`config.mk`:
```
export PLATFORM = sky130hd
export DESIGN_NAME = acc_seq_ctrl
export DESIGN_NICKNAME = d
export VERILOG_FILES = /design/src/rtl/acc_seq_ctrl.sv
export SDC_FILE = /design/constraint.sdc
export NUM_CORES = 1
export LEC_CHECK = 0
export CORE_AREA = 2 2 54 56
export CTS_CLUSTER_SIZE = 28
export DETAILED_ROUTE_END_ITERATION = 7
export DIE_AREA = 0 0 56 58
export PLACE_DENSITY = 0.77
export SYNTH_ARGS = -nofsm -noshare
export SYNTH_HDL_FRONTEND = slang
export SYNTH_SLANG_ARGS = --single-unit
```
`constraint.sdc`:
```
create_clock -name clk -period 2.1 [get_ports clk]
set_input_delay 0.525 -clock clk [delete_from_list [all_inputs] [get_ports clk]]
set_output_delay 0.525 -clock clk [all_outputs]
set_load 0.01 [all_outputs]
```
`src/rtl/acc_seq_ctrl.sv`:
```
// acc_seq_ctrl: job sequencer in front of an external registered accumulator.
// A job of `len` operands clears the accumulator, streams the operands into it
// over a valid/ready handshake, then captures the final sum and a sticky carry
// flag. The result is held on a valid/ready output port until it is taken.
//
// Ports
//   clk, rst              rising-edge clock, synchronous active-high reset
//   start, len, abort     job control; start/len are sampled only when idle
//   busy                  high whenever a job is in flight
//   in_valid/in_data/in_ready    operand stream
//   acc_rst/acc_ce/acc_in        drive the accumulator's rst/ceAcu/in pins
//   acc_out                      accumulator output, fed back
//   res_valid/res_data/res_ovf/res_ready   result port
module acc_seq_ctrl #(
  parameter int WIDTH = 8,
  parameter int LEN_W = 4
) (
  input  logic             clk,
  input  logic             rst,
  input  logic             start,
  input  logic [LEN_W-1:0] len,
  input  logic             abort,
  output logic             busy,
  input  logic             in_valid,
  input  logic [WIDTH-1:0] in_data,
  output logic             in_ready,
  output logic             acc_rst,
  output logic             acc_ce,
  output logic [WIDTH-1:0] acc_in,
  input  logic [WIDTH-1:0] acc_out,
  output logic             res_valid,
  output logic [WIDTH-1:0] res_data,
  output logic             res_ovf,
  input  logic             res_ready
);

  typedef enum logic [2:0] {
    S_IDLE, S_CLEAR, S_ACCUM, S_SETTLE, S_RESULT
  } state_t;

  state_t           state, state_nxt;
  logic [LEN_W-1:0] rem;
  logic             ovf;
  logic             beat;
  logic [WIDTH:0]   sum_ext;

  // Carry out of the accumulator's next add, observed one beat ahead.
  assign sum_ext = {1'b0, acc_out} + {1'b0, in_data};
  assign beat    = acc_ce;

  // State register
  always_ff @(posedge clk) begin
    if (rst) state <= S_IDLE;
    else     state <= state_nxt;
  end

  // Next-state logic; abort takes priority everywhere outside IDLE and also
  // blocks a start that arrives in the same idle cycle.
  always_comb begin
    state_nxt = state;
    case (state)
      S_IDLE:   if (start && !abort) state_nxt = S_CLEAR;
      S_CLEAR:  if (abort)                state_nxt = S_IDLE;
                else if (rem != '0)       state_nxt = S_ACCUM;
                else                      state_nxt = S_SETTLE;
      S_ACCUM:  if (abort)                state_nxt = S_IDLE;
                else if (beat && rem == LEN_W'(1)) state_nxt = S_SETTLE;
      S_SETTLE: if (abort)                state_nxt = S_IDLE;
                else                      state_nxt = S_RESULT;
      S_RESULT: if (abort || res_ready)   state_nxt = S_IDLE;
      default:                            state_nxt = S_IDLE;
    endcase
  end

  // Outputs. in_ready is also dropped during rst so no operand is consumed
  // in a cycle whose state change is being discarded.
  always_comb begin
    busy      = (state != S_IDLE);
    in_ready  = (state == S_ACCUM) && !abort && !rst;
    acc_ce    = in_ready && in_valid;
    acc_in    = acc_ce ? in_data : '0;
    acc_rst   = rst || (state == S_CLEAR);
    res_valid = (state == S_RESULT);
  end

  // Job bookkeeping and result capture
  always_ff @(posedge clk) begin
    if (rst) begin
      rem      <= '0;
      ovf      <= 1'b0;
      res_data <= '0;
      res_ovf  <= 1'b0;
    end else begin
      if (state == S_IDLE && start && !abort) begin
        rem <= len;
        ovf <= 1'b0;
      end
      if (beat) begin
        rem <= rem - LEN_W'(1);
        ovf <= ovf | sum_ext[WIDTH];
      end
      // acc_out already includes the last beat by the SETTLE cycle.
      if (state == S_SETTLE && !abort) begin
        res_data <= acc_out;
        res_ovf  <= ovf;
      end
    end
  end

endmodule

```
==> impl_metrics.tcl <==
set metrics [dict create \
    outcome "completed" \
    path_clk_slew_ps 90 \
    grt_setup_unrepaired "false" \
    period_needed_ps 2026 \
    synth-seq-cells 17 \
    dr.pass1.iters 4 \
    max_clock_freq_mhz 493.7 \
    critPathLaunchType "input port" \
    diodes 0 \
    wl_per_cell_um 14.31 \
    grt_util_all_layers_pct 19.84 \
    clk_latency_ps 280 \
    drt_iter0_drc 21 \
    yosys.area.top_type_share_pct 32.46 \
    avgSynthCellArea_sq_um 7.943 \
    overflow 0 \
    use_met1_pct 22.30 \
    finalCritPeriodShare_pct 96.46 \
    synthMuxAreaShare_pct 1.074 \
    utilization_pct 64.99 \
    slew_violations 0 \
    cts_num_sinks 17 \
    yosys.area.top_type "dfxtp_1" \
    arrival_ps 1500 \
    drc 0 \
    tightest_slew_ps 355.8 \
    busiest_layer "met2" \
    dr_total_vias 1215 \
    antenna_found_initial 0 \
    synthAdderAreaFrac_pct 11.93 \
    synth_area_sq_um 1049 \
    worstHoldPathCells 2 \
    ys_warn_count 0 \
    power_density_nw_per_um2 409.0 \
    synth_top_flop_cell "dfxtp_1" \
    critPathCaptureType "output port" \
    grt.met2_usage_pct 35.46 \
    die-area_sq_um 3248 \
    nNetsFinal 235 \
    gp_congestion 0.8203 \
    finalWirelength_um 3277 \
    rows 19 \
    setup_violations 0 \
    fp.coreArea_sq_um 2663 \
    hpwl_um 2512 \
    hold_violations 0 \
    cap_violations 0 \
    synth.distinct_cells 38 \
    hold-worst-slack_ps 462.3 \
    synth_edf_count 0 \
    synthToLayoutAreaGrowth_pct 65.04 \
    slew_headroom_pct 76.21 \
    placed_area_sq_um 1664 \
    crit_required_ps 1570 \
    final_antenna_net_count 0 \
    ff2ff_path_depth 6 \
    yosys-top-cells-count "nand2_1, dfxtp_1, a21oi_1" \
    syn_nets 168 \
    clockBufferDepth 2 \
    hold_buffers 0 \
    hp-class "reg -> reg" \
    grt_pass1_vias 1132 \
    p_leak_nw 0.7781 \
    postSynthCellCount 132 \
    place_inst 223 \
    finalPower_mw 0.7077 \
    synthSimpleGateAreaFrac_pct 30.31 \
    grt_start_max_net_pins 21 \
    fillCellCount 239 \
    fp.dieW_um 56 \
    tns_ps 0 \
    synth_top_family_by_area "simple AND/OR/NAND/NOR gates" \
    synth-compound-area-share_pct 17.06 \
    met3_usage_pct 6.027 \
    async_flop_share_pct 0 \
    ios 48 \
    htreeDepth 1 \
    design_area_sq_um 1730 \
    critPathMaxFanout 5 \
    cts_tree "done" \
    synthXorXnorAreaFrac_pct 0.8353 \
    vias_per_cell 5.306 \
    grt_pass1_wl_um 5030 \
    port_buffers 47 \
    fin_cells 229 \
    ir_drop_uv 456.8 \
    seq_area_frac_synth_pct 32.46 \
    root_buffer "clkbuf_4" \
    cts-buffers-inserted 3 \
    drive_gt1_share_pct 23.23 \
    pre_cts_slack_ps -542.3 \
    fin_ws_ps 74.30 \
    start_util_pct 39.38 \
    finClkSkew_ps 6.262 \
    die_h_um 58 \
    yosys-top-cells-area "dfxtp_1, ha_1, nand2_1" \
    synth_most_common_cell "nand2_1" \
    worstSetupPathType "in -> out" \
]
cell families after synthesis:
kind of cell | Yosys count
compound gates | 29
simple gates | 61
buf+inv | 13
mux | 1
xor+xnor | 1
fa+ha+maj | 10
flops | 17
power breakdown:
part / internal (mW) / switching (mW)
clock network: 0.0706 / 0.0975
logic: 0.112 / 0.0888
registers: 0.331 / 0.00762
critical path: stages:
cell	delay, ps
clkdlybuf4s15_1	200
and4bb_2	350
buf_6	150
and3_4	180
buf_6	90
flip-flops by register name (all words and copies together), names as in the netlist:
signal,flops
state,3
res_ovf,1
rem,4
ovf,1
res_data,8
metal layers:
| metal | routed length [um] | share of wire [%] | vias up |
|---|---|---|---|
| met5 | 0 | 0 | - |
| met4 | 54 | 1.6 | 0 |
| met3 | 265 | 8.1 | 6 |
| met2 | 1590 | 49 | 51 |
| met1 | 1366 | 42 | 559 |
| li1 | - | - | 599 |
cell usage in the layout (no fill, tap or decap), drive strengths merged, types with 2 or more instances in the layout:
| cell type | instances |
|---|---|
| a31oi | 2 |
| clkbuf | 3 |
| nor2 | 7 |
| nand3 | 7 |
| ha | 10 |
| dlymetal6s2s | 2 |
| dfxtp | 17 |
| buf | 32 |
| nand2 | 24 |
| and3 | 9 |
| inv | 6 |
| clkdlybuf4s50 | 31 |
| dlygate4sd2 | 3 |
| nor3 | 2 |
| a22oi | 2 |
| o21ai | 2 |
| nor3b | 2 |
| a21oi | 16 |
final timing paths:
| path | to | slack (ps) | startpoint |
|---|---|---|---|
| setup / recovery | acc_in[7] | 70 | rst |
| hold / removal | res_ovf | 460 | ovf |
| setup reg to reg | state[0] | 420 | rem[0] |
| hold reg to reg | res_ovf | 460 | ovf |
final cells by class:
type / instances / area (sq um) / share of cell area [%]
clock buffer: 3 / 22.52 / 1.302
clock inverter: 1 / 5.005 / 0.2892
inverter: 6 / 22.52 / 1.302
multi-input combinational: 102 / 674.4 / 38.97
sequential: 17 / 340.3 / 19.67
tap: 31 / 38.79 / 2.242
timing repair buffer: 69 / 626.9 / 36.23
timing repair:
item,CTS,global route
setup endpoints to repair,13,8
gates resized for setup,56,8
pin swaps,2,1
cloned,1,0
buffers inserted,1,0
Note: power is estimated with default switching activity, not from simulation.
